### src/rtl/pool_frame_ctrl.sv
// pool_frame_ctrl: frame sequencer, credit-gated upstream handshake and FWFT result FIFO for the 2x2 max-pool stage.
// Optional build macro POOL_CTRL_PERF_EN adds the stall_cycles performance counter output.
module pool_frame_ctrl #(
   parameter int unsigned IN_WIDTH   = 24,
   parameter int unsigned IN_HEIGHT  = 24,
   parameter int unsigned FIFO_DEPTH = 4
) (
   input  logic         clk,
   input  logic         rst_n,
   input  logic         start,
   output logic         busy,
   output logic         frame_done,
   input  logic         s_valid,
   output logic         s_ready,
   output logic         pool_valid_in,
   input  logic         pool_out_valid,
   input  logic [191:0] pool_out_data,
   output logic         m_valid,
   input  logic         m_ready,
   output logic [191:0] m_data,
   output logic         overflow
`ifdef POOL_CTRL_PERF_EN
   ,
   output logic [31:0]  stall_cycles
`endif
);

   localparam int unsigned CW    = $clog2(IN_WIDTH);
   localparam int unsigned RW    = $clog2(IN_HEIGHT);
   localparam int unsigned TOTAL = (IN_WIDTH / 2) * (IN_HEIGHT / 2);
   localparam int unsigned PW    = $clog2(TOTAL + 1);
   localparam int unsigned AW    = $clog2(FIFO_DEPTH);
   localparam int unsigned OW    = AW + 1;

   localparam logic [CW-1:0] COL_LAST  = CW'(IN_WIDTH - 1);
   localparam logic [RW-1:0] ROW_LAST  = RW'(IN_HEIGHT - 1);
   localparam logic [PW-1:0] POP_TOTAL = PW'(TOTAL);
   localparam logic [OW-1:0] DEPTH_OCC = OW'(FIFO_DEPTH);

   localparam logic [1:0] S_IDLE  = 2'd0;
   localparam logic [1:0] S_RUN   = 2'd1;
   localparam logic [1:0] S_DRAIN = 2'd2;
   localparam logic [1:0] S_DONE  = 2'd3;

   logic [1:0]    state_q, state_d;
   logic [CW-1:0] col_q, col_d;
   logic [RW-1:0] row_q, row_d;
   logic [PW-1:0] popped_q, popped_d;
   logic          inflight_q, inflight_d;
   logic [OW-1:0] occ_q, occ_d;
   logic [AW-1:0] wr_ptr_q, wr_ptr_d;
   logic [AW-1:0] rd_ptr_q, rd_ptr_d;
   logic          overflow_q, overflow_d;
   logic [191:0]  mem_q [FIFO_DEPTH];
   logic [191:0]  mem_d [FIFO_DEPTH];

   logic          producing, xfer, full, pop, push;
   logic [OW-1:0] credit;

   // A producing beat needs a FIFO slot reserved ahead of time: the pool cannot stall.
   assign producing     = row_q[0] & col_q[0];
   assign credit        = occ_q + OW'(inflight_q);
   assign s_ready       = (state_q == S_RUN) && (!producing || (credit < DEPTH_OCC));
   assign xfer          = s_valid & s_ready;
   assign pool_valid_in = xfer;

   assign full     = (occ_q == DEPTH_OCC);
   assign m_valid  = (occ_q != '0);
   assign pop      = m_valid & m_ready;
   assign push     = pool_out_valid & (!full | pop);
   assign m_data   = m_valid ? mem_q[rd_ptr_q] : '0;
   assign overflow = overflow_q;

   assign busy       = (state_q != S_IDLE);
   assign frame_done = (state_q == S_DONE);

   always_comb begin
      state_d  = state_q;
      col_d    = col_q;
      row_d    = row_q;
      popped_d = popped_q;
      if (xfer) begin
         if (col_q == COL_LAST) begin
            col_d = '0;
            row_d = (row_q == ROW_LAST) ? '0 : row_q + RW'(1);
         end else begin
            col_d = col_q + CW'(1);
         end
      end
      if (pop && (state_q == S_RUN || state_q == S_DRAIN)) popped_d = popped_q + PW'(1);
      case (state_q)
         S_IDLE: if (start) begin
            state_d  = S_RUN;
            col_d    = '0;
            row_d    = '0;
            popped_d = '0;
         end
         S_RUN:   if (xfer && col_q == COL_LAST && row_q == ROW_LAST) state_d = S_DRAIN;
         S_DRAIN: if (popped_d == POP_TOTAL) state_d = S_DONE;
         default: state_d = S_IDLE;
      endcase
   end

   always_comb begin
      inflight_d = inflight_q;
      if (xfer && producing) inflight_d = 1'b1;
      else if (pool_out_valid) inflight_d = 1'b0;
      occ_d      = occ_q + OW'(push) - OW'(pop);
      wr_ptr_d   = push ? wr_ptr_q + AW'(1) : wr_ptr_q;
      rd_ptr_d   = pop ? rd_ptr_q + AW'(1) : rd_ptr_q;
      overflow_d = overflow_q | (pool_out_valid & full & !pop);
      mem_d      = mem_q;
      if (push) mem_d[wr_ptr_q] = pool_out_data;
   end

   always_ff @(posedge clk or negedge rst_n) begin
      if (!rst_n) begin
         state_q    <= S_IDLE;
         col_q      <= '0;
         row_q      <= '0;
         popped_q   <= '0;
         inflight_q <= 1'b0;
         occ_q      <= '0;
         wr_ptr_q   <= '0;
         rd_ptr_q   <= '0;
         overflow_q <= 1'b0;
         mem_q      <= '{default: '0};
      end else begin
         state_q    <= state_d;
         col_q      <= col_d;
         row_q      <= row_d;
         popped_q   <= popped_d;
         inflight_q <= inflight_d;
         occ_q      <= occ_d;
         wr_ptr_q   <= wr_ptr_d;
         rd_ptr_q   <= rd_ptr_d;
         overflow_q <= overflow_d;
         mem_q      <= mem_d;
      end
   end

`ifdef POOL_CTRL_PERF_EN
   logic [31:0] stall_cycles_q, stall_cycles_d;

   always_comb begin
      stall_cycles_d = stall_cycles_q;
      if (state_q == S_IDLE && start) stall_cycles_d = '0;
      else if (state_q == S_RUN && s_valid && !s_ready && stall_cycles_q != '1)
         stall_cycles_d = stall_cycles_q + 32'd1;
   end

   always_ff @(posedge clk or negedge rst_n) begin
      if (!rst_n) stall_cycles_q <= '0;
      else        stall_cycles_q <= stall_cycles_d;
   end

   assign stall_cycles = stall_cycles_q;
`endif

endmodule

### config.mk
export PLATFORM = sky130hd
export DESIGN_NAME = pool_frame_ctrl
export DESIGN_NICKNAME = d
export VERILOG_FILES = /design/src/rtl/pool_frame_ctrl.sv
export SDC_FILE = /design/constraint.sdc
export NUM_CORES = 1
export LEC_CHECK = 0
export BUFFER_PORTS_ARGS = -buffer_cell sky130_fd_sc_hd__buf_4
export CAP_MARGIN = 0
export CORE_MARGIN = 2
export CORE_UTILIZATION = 50
export CTS_CLUSTER_SIZE = 28
export DETAILED_ROUTE_END_ITERATION = 10
export GPL_TIMING_DRIVEN = 0
export PLACE_DENSITY = 0.7
export SLEW_MARGIN = 20
export SYNTH_ARGS = -nofsm -noshare
export SYNTH_HDL_FRONTEND = slang
export SYNTH_SLANG_ARGS = --single-unit
### constraint.sdc
create_clock -name clk -period 5.2 [get_ports clk]
set_input_delay 0.52 -clock clk [delete_from_list [all_inputs] [get_ports clk]]
set_output_delay 0.52 -clock clk [all_outputs]
set_load 0.01 [all_outputs]
== Word level (Yosys, flattened, before mapping) ==
Index checks and enable logic that the tools add are counted.
Operators by class
  add/sub/neg operators: 8
  multipliers: 0
  div/mod/pow operators: 0
  $lt $le $gt $ge: 4
  eq/ne operators: 10
  shift-type cells: 0
  multiplexer cells: 25
  bitwise logic cells: 10
  reductions and logical operators: 16
Operators by type and width (number)
  $bwmux W768: 1
  $mux W192: 4
  $bmux W192 S2: 1
  $demux W192 S2: 1
  $mux W5: 9
  $mux W8: 3
  $add A5 B1 Y5 const B: 2
  $eq A5 B5 Y1 const B: 2
  $add A8 B1 Y8 const B: 1
  $eq A8 B8 Y1 const B: 1
  $add A3 B1 Y3: 2
  $and A1 B1 Y1: 6
  $ge A3 B3 Y1 const B: 2
  $logic_and A1 B1 Y1: 6
  $mux W2: 3
  $not A2 Y3: 2
  $pmux W2 S3: 1
  $add A2 B1 Y2 const B: 2
  $eq A2 B2 Y1 const B: 2
  $ne A2 B1 Y1 const B: 2
  $reduce_bool A2 Y1: 2
  $eq A3 B3 Y1 const B: 1
  $logic_not A1 Y1: 3
  $lt A3 B1 Y1 const B: 1
  10 further kinds: 13
Word-level totals
  flip-flop bits (word level): 797
  bits in latches: 0
  RAM bits: 0
  bits in read-only memories: 0
  input port bits: 198
  output and inout port bits: 198
  memories kept: 0

== Logic depth before layout (Yosys ltp) ==
Gate-level depths: netlist (run 1).
  depth after elaboration: 9
  depth in mapped cells: 10
  depth with buffers taken out: 9

== Worst setup path before layout (run 1) ==
Ideal clock, no wire load.
  path kind: reg2reg
  from: register occ_q[2]
  to: register occ_q[2]
  setup time: 125 ps
  data arrival time: 2152 ps
  data required time: 5075 ps
  slack: 2924 ps
  cell stages (with the launch flop): 10
  buffers on the path: 0
  clock period less this slack: 2276 ps
  cell sequence: dfrtp_1 -> nor3_1 -> inv_1 -> and2_1 -> ha_1 -> inv_1 -> ha_1 -> fa_1 -> xor2_1 -> xnor2_1
On the way
  longest elaborated chain between the ends: 6
  elaborated cells between the ends (all ways): 8
RTL lines
  start: declaration: line 50  | logic [OW-1:0] occ_q, occ_d;
  start signal: assignment: line 123  | occ_q <= '0;
  start signal: assignment: line 134  | occ_q <= occ_d;
  $eq A3 B3 Y1 / $reduce_bool A3 Y1 (equally long branches): line 67, 68
  $logic_not A1 Y1 / $and A1 B1 Y1 (equally long branches): line 70, 69
  $or A1 B1 Y1: line 70  | assign push = pool_out_valid & (!full | pop);
  $and A1 B1 Y1: line 70
  $add A3 B1 Y3: line 108  | occ_d = occ_q + OW'(push) - OW'(pop);
  $sub A3 B1 Y3 (*): line 108
  via occ_d[2]: line 50
Mark *: on every way through the listed nets, which the timed path passes. The rest lies on a longest branch.
A chain may end at the register's enable or synchronous reset.

== Worst setup path in the final report (run 1) ==
  from: register rd_ptr_q[0]
  to: output port m_data[128]
On the way
  longest elaborated chain between the ends: 5
RTL lines
  start: declaration: line 52  | logic [AW-1:0] rd_ptr_q, rd_ptr_d;
  start signal: assignment: line 136  | rd_ptr_q <= rd_ptr_d;
  $not A2 Y3 (implied by the code): line 71  | assign m_data = m_valid ? mem_q[rd_ptr_q] : '0;
  $bmux W192 S2: line 71
  $mux W192 (implied by the code) (2 in series): line 71
  $mux W192: line 71
  end: declaration: line 20  | output logic [191:0] m_data,
Every way passes these cells. The select of a mux whose other input is x is not followed.

==> qor.yml, run 1 <==
timing:
  hold_ws_ns: 0.111
  fmax_mhz: 253
  maxSlewHeadroom_pct: 28.9
  drv_slew: 0
  rsz0062_at_grt: "no"
  min_period_over_period_pct: 76.0
  min_period_ns: 3.95
  hold_viol_final: 0
  finClkSkew_ns: 0.0233
  setup_viol: 0
  worstMarginPinSlew_ns: 1.07
clocking:
  htreeDepth: 3
  clk_pin_slew_ns: 0.06
  root_buffer: "clkbuf_16"
  cts_made_buffers: 85
  cts_setup_buffers: 0
  clk_path_buf_depth: 3
  clkSinkCount: 797
  clock_latency_ns: 0.62
  cts_tree: "yes"
run_status:
  status: "completed"
pwr:
  p_leak_nw: 19.1
  pwr-share-clk_pct: 19.1
  finalPower_mw: 31.6
  ir_drop_mv: 0.505
  seq_power_share_pct: 34.3
  combPwrFrac_pct: 46.6
  power_density_nw_per_um2: 725
  p_sw_share_pct: 31.8
  p_int_mw: 21.6
  switching_power_mw: 10.1
placed_design:
  place.gp.congestion: 0.780
  portBuffers: 395
  hpwl_um: 60900
routing:
  drtPass1Iterations: 5
  vias: 20820
  drt_iter0_markers: 1111
  wl_per_cell_um: 23.1
  via_per_inst: 5.54
  drc: 0
  drtAntennaViolNets: 0
  wl_um: 86800
yosys:
  syn_area_um2: 36400
  avgSynthCellArea_um2: 16.2
  synth_cells: 2252
  async_reset_ff_share_pct: 100
  yosysUniqueCellTypes: 53
  yosys_warnings: 0
  synth_area_leaders: "dfrtp_1 55%, mux2_2 23%, mux4_2 12%"
  synth_top_area_share_pct: 54.8
  synth_ff_type: "dfrtp_1"
  ys_ff_latch: 797
  synth_top_cell_by_area: "dfrtp_1"
  syn-num-nets: 2465
  synth_edf_count: 0
  synth_seq_area_share_pct: 54.8
grt:
  grt_use_total_pct: 23.6
  grt_overflow: 0
  grt_pass1_vias: 23133
  grt_pass1_wl_um: 135000
  grt_max_degree: 103
  antenna_found_initial: 17
final_layout:
  nFillCells: 5341
  nets: 2957
  drive_gt1_share_pct: 56.1
  syn2layout_area_growth_pct: 19.8
critical_path:
  cp.required_ns: 4.68
  crit_family: "buffers and inverters"
  crit_type: "register to primary output"
  slowest_stage: "clkbuf_1"
  crit_fanout: 10
  worstPathArrival_ns: 3.43
  max_stage_delay_ns: 0.81
  worst-path-buf-inv: 4
  endpoint_kind: "primary output"
  startpoint_type: "register"
  cp_cell_sequence: "buf_2 -> clkbuf_1 -> buf_2 -> mux4_2 -> and2_1 -> buf_4"
  cp_common_cell: "buf_2"
die:
  rows: 98
  die_area_um2: 75000
  dieHeight_um: 274
  die_w_um: 274
  io_pins: 396
  start_util_pct: 50.8
  fp.coreArea_um2: 71700
run:
  max_cap_viol_count: 0
hold_path:
  min_path_type: "input port to register"
-- placed cells by master, fill, tap and decap left out, types with 7 or more instances in the layout --
master	synthesis	final
dfrtp_1	797	797
mux2_2	729	729
buf_4	1	395
and2_1	196	196
mux4_2	192	192
clkbuf_16	0	87
buf_6	81	81
clkbuf_1	31	55
mux2_1	39	39
buf_2	25	25
nor2_1	17	17
inv_1	15	15
clkbuf_8	0	15
buf_1	14	14
ha_1	14	14
xor2_1	10	10
nand2_1	10	10
buf_16	0	9
diode_2	0	7
bufinv_16	0	7
-- cells by family after synthesis --
family / share of synthesized area [%]
mux: 35.8
fa+ha+maj: 0.536
buf+inv: 3.52
flops: 54.8
xor+xnor: 0.337
simple gates: 4.50
compound gates: 0.498
-- state kept, by name, indices dropped and copies added, names as in the netlist --
name,flops
popped_q,8
wr_ptr_q,2
occ_q,3
inflight_q,1
row_q,5
overflow,1
rd_ptr_q,2
state_q,2
col_q,5
mem_q,768
-- through the flow --
stage	std cells	instance area, µm²	util [%]	setup TNS (ns)	worst slack, ns
6_report	3759	43600	60.8	0	1.25
5_1_grt	3758	43600	60.8	0	1.11
4_1_cts	3752	43600	60.8	0	1.14
3_5_place_dp	3606	40800	56.9	0	1.83
3_3_place_gp	3597	40600	56.5	-3847.84	-5.01
2_1_floorplan	2252	36400	-	0	2.92
-- layer usage --
metal | vias up | wire (µm) | GRT usage [%] | part of all wire [%]
met5 | - | 126 | 0 | 0.15
met4 | 18 | 1990 | 7.16 | 2.3
met3 | 120 | 4950 | 5.03 | 5.7
met2 | 414 | 44100 | 39.8 | 51
met1 | 11023 | 35600 | 30.7 | 41
li1 | 9245 | - | - | -
-- path summary, 6_finish.rpt --
kind / start / endpoint / slack, ns / cells past startpoint
max: rd_ptr_q[0]$_DFFE_PN0N_ / m_data[128] / 1.25 / 6
min: pool_out_valid / inflight_q$_DFFE_PN0P_ / 0.11 / 2
max reg2reg: occ_q[2]$_DFF_PN0_ / occ_q[2]$_DFF_PN0_ / 2.66 / 9
min reg2reg: overflow$_DFF_PN0_ / overflow$_DFF_PN0_ / 0.46 / 1
max in group asynchronous: rst_n / mem_q[135]$_DFFE_PN0P_ / 2.86 / 6
min in group asynchronous: rst_n / mem_q[439]$_DFFE_PN0P_ / 0.34 / 2
-- power groups by stage --
stage / clock network, mW / logic (mW) / registers, mW
5_1_grt: 6.47 / 15.8 / 11.2
6_report: 6.05 / 14.7 / 10.8
3_3_place_gp: 0 / 14.6 / 10.6
4_1_cts: 6.21 / 15.0 / 10.8
3_5_place_dp: 0 / 14.9 / 10.9
2_1_floorplan: 0 / 9.77 / 10.4
-- synthesized netlist by cell type, types with 2 or more instances --
cell      instances
or2_2             2
o22ai_1           3
a21oi_1           4
mux2i_1           6
and2_1          196
inv_1            15
nand2b_1          2
buf_1            14
mux2_2          729
nand3_1           4
mux2_1           39
a31oi_1           2
buf_6            81
xnor2_1           4
mux4_2          192
buf_2            25
or3_2             2
clkbuf_1         31
o32ai_1           2
a41o_1            2
ha_1             14
nand2_2           4
nor2_1           17
nand4_1           6
and4b_1           2
nand2_1          10
dfrtp_1         797
xor2_1           10
nor2b_1           3
clkbuf_2          2
and3_1            4
a21o_1            2
o21ai_0           6
-- layout make-up --
type	instances	area [µm²]	area share, %
flip-flops and latches	797	19900	45.7
multi-input cells	1286	15200	34.8
repair buffers	405	3230	7.41
clock buffers	127	2480	5.68
plain buffers	154	1220	2.81
well taps	950	1190	2.72
clock inverters	18	298	0.683
inverters	15	56.3	0.129
diodes	7	17.5	0.0402
-- repair_timing --
| action | in CTS | in global routing |
|---|---|---|
| gates resized for setup | 0 | 0 |
| endpoints found under the setup margin | 0 | 0 |
| hold endpoints to repair | 28 | 0 |
| hold buffers | 1 | 0 |
No activity file was read; power rests on OpenSTA's default activity.
==> run 2: changes to the inputs <==
- ABC_AREA: default -> 1
- clock period: 5.2 -> 3.9 ns (I/O delays scaled with it)
==> run 2 against run 1 <==
Non-clock buffer count rose by 311. Core utilization is 2.6 points higher. Sequential power is 29% higher. Routed wire length rose by 25%. Synthesized area decreased by 0.23%. Die area decreased by 0.22%.
==> qor.yml, run 2 <==
run_status:
  status: "completed"
timing:
  drv_slew: 0  # unchanged
  setup_viol: 0  # unchanged
  fmax_mhz: 266
  finalSetupTns_ns: 0  # unchanged
  finClkSkew_ns: 0.0143  # -0.00903 ns
  worstMarginPinSlew_ns: 1.11  # +0.0420 ns
  min_period_ns: 3.76
  maxSlewHeadroom_pct: 26.1  # -2.8 points
  rsz0062_at_grt: "no"
  min_period_over_period_pct: 96.5
  hold_viol_final: 0  # unchanged
  timing.final.ws_setup_ns: 0.138  # -1.11 ns
  hold_ws_ns: 0.0436  # -0.0673 ns
clocking:
  root_buffer: "clkbuf_16"
  htreeDepth: 3  # unchanged
  clkSinkCount: 797  # unchanged
  clock_latency_ns: 0.63  # about the same
  clk_path_buf_depth: 3  # unchanged
  cts_made_buffers: 87  # +2.4%
  cts_setup_buffers: 0  # unchanged
  cts_tree: "yes"
  clk_pin_slew_ns: 0.06  # about the same
grt:
  grt_max_degree: 130  # +26%
  grt_use_total_pct: 28.8  # +5.2 points
  grt_pass1_wl_um: 169000  # +25%
  grt_pass1_vias: 29895  # +29%
  antenna_found_initial: 9  # -8
  grt_overflow: 0  # unchanged
critical_path:
  cp.required_ns: 3.51  # -1.17 ns
  worst-path-buf-inv: 4  # unchanged
  cp_cell_sequence: "nor2_2 -> nand2_2 -> inv_1 -> clkbuf_1 -> clkbuf_1 -> a21oi_1 -> buf_4"
  crit_fanout: 10  # unchanged
  worstPathArrival_ns: 3.37  # -0.06 ns
  slowest_stage: "clkbuf_1"
  cp_common_cell: "clkbuf_1"
  startpoint_type: "register"
  crit_type: "register to primary output"
  endpoint_kind: "primary output"
  crit_family: "buffers and inverters"
  max_stage_delay_ns: 0.82  # about the same
pwr:
  p_leak_nw: 20.5  # +7.4%
  power_density_nw_per_um2: 921  # +27%
  ir_drop_mv: 0.629  # +25%
routing:
  drc: 0  # unchanged
  drt_iter0_markers: 2624  # +140%
  via_per_inst: 5.51  # -0.59%
  wl_um: 108000  # +25%
  vias: 30145  # +45%
  drtAntennaViolNets: 0  # unchanged
  drtPass1Iterations: 5  # unchanged
  wl_per_cell_um: 19.8  # -14%
yosys:
  synth_seq_area_share_pct: 54.9  # +0.12 points
  synth_top_area_share_pct: 54.9  # +0.12 points
  syn_area_um2: 36300  # -0.23%
  synth_most_common_cell: "dfrtp_1"
  synth_cells: 3770  # +67%
  synth_edf_count: 0  # unchanged
  synth_area_leaders: "dfrtp_1 55%, mux2_2 11%, o21ai_0 11%"
  synth_common_cells: "797 x dfrtp_1, 778 x o21ai_0, 587 x a21oi_1, 432 x nand2_1, 426 x inv_1"
  syn-num-nets: 3983  # +62%
  yosysUniqueCellTypes: 33  # -38%
  ys_ff_latch: 797  # unchanged
  synth_top_cell_by_area: "dfrtp_1"
  yosys_warnings: 0  # unchanged
  synth_ff_type: "dfrtp_1"
  async_reset_ff_share_pct: 100  # unchanged
  avgSynthCellArea_um2: 9.64  # -40%
final_layout:
  final_common_cell: "dfrtp_1"
  nets: 4665  # +58%
  drive_gt1_share_pct: 22.8  # -33 points
  design_area_um2: 45500  # +4.2%
  top_register: "mem_q"
  syn2layout_area_growth_pct: 25.1
  post-route-util_pct: 63.4  # +2.6 points
  largest_registers: "mem_q x768, popped_q x8"
  largest_register_ffs: 768  # unchanged
  mostFrequentLayoutCells: "797 x dfrtp_1, 778 x o21ai_0, 587 x a21oi_1"
placed_design:
  place.gp.congestion: 0.858  # +10%
  dp_slack_ns: 0.482  # -1.35 ns
  place_area_um2: 40700  # -0.34%
  portBuffers: 394  # -0.25%
  hpwl_um: 72100  # +18%
run:
  max_cap_viol_count: 0  # unchanged
die:
  die_w_um: 274  # -0.11%
  io_pins: 396  # unchanged
  die_area_um2: 74800  # -0.22%
  start_util_pct: 50.6  # -0.12 points
  fp.coreArea_um2: 71700  # unchanged
  dieHeight_um: 274  # -0.11%
  rows: 98  # unchanged
hold_path:
  min_path_type: "input port to register"
run 2: path summary, 6_finish.rpt:
path | from | to | slack, ns | depth (start not counted)
min reg2reg | col_q[3]$_DFF_PN0_ | col_q[3]$_DFF_PN0_ | 0.46 | 1
max | occ_q[1]$_DFF_PN0_ | m_data[129] | 0.14 | 7
max in group asynchronous | rst_n | mem_q[450]$_DFFE_PN0P_ | 1.82 | 5
min in group asynchronous | rst_n | col_q[3]$_DFF_PN0_ | 0.24 | 2
max reg2reg | occ_q[2]$_DFF_PN0_ | occ_q[2]$_DFF_PN0_ | 1.52 | 8
min | pool_out_data[131] | mem_q[515]$_DFFE_PN0P_ | 0.04 | 3
run 2: cells by family (layout without fill, tap and decap cells):
group	Yosys count	after routing	synth area share [%]
AO/OA/AOI/OAI	1372	1372	19.0
XOR/XNOR	5	5	0.121
adder cells (fa/ha/maj)	15	15	0.537
buffers and inverters	705	1452	8.24
flip-flops	797	797	54.9
multiplexers	384	384	11.9
other	0	8	0
AND/OR/NAND/NOR	492	492	5.33
run 2: area by class of cell:
type                       count  area (µm²)
fill                        5890       26300
sequential                   797       19900
multi-input combinational   2268       13400
timing repair buffer         593        5080
clock buffer                 134        2590
inverter                     428        1610
buffer                       277        1390
tap                          950        1190
clock inverter                20         240
antenna                        8        20.0
run 2: repair_timing:
| item | 4_1_cts | 5_1_grt |
|---|---|---|
| hold endpoints to repair | 613 | 0 |
| gates resized for setup | 1 | 3 |
| hold buffers | 192 | 0 |
| endpoints found under the setup margin | 100 | 9 |
run 2: metrics by stage:
stage / instances / total power, mW
finish: 5475 / 41.9
detailed placement: 5121 / 33.4
global placement: 5114 / 32.9
global route: 5472 / 44.5
floorplan: 3770 / 25.2
CTS: 5467 / 41.9
run 2: report_power, final:
part | switching (mW) | internal [mW] | total (mW) | leakage [nW]
combinational | 11.6 | 8.20 | 19.8 | 9.45
sequential | 1.50 | 12.4 | 13.9 | 9.64
clock | 3.41 | 4.78 | 8.19 | 1.39
total | 16.5 | 25.3 | 41.9 | 20.5
run 2: metal layers:
layer | GRT usage, % | vias to the layer above | routed length [µm]
li1 | - | 13981 | -
met1 | 40.2 | 14809 | 46300
met2 | 45.2 | 1119 | 50800
met3 | 4.95 | 228 | 7450
met4 | 10.6 | 8 | 3900
met5 | 0 | - | 47
run 2: tightest hold or removal path, cell delays in order:
cell and delay [ns]:
buf_4 0.12, nand2_1 0.05, o21ai_0 0.06
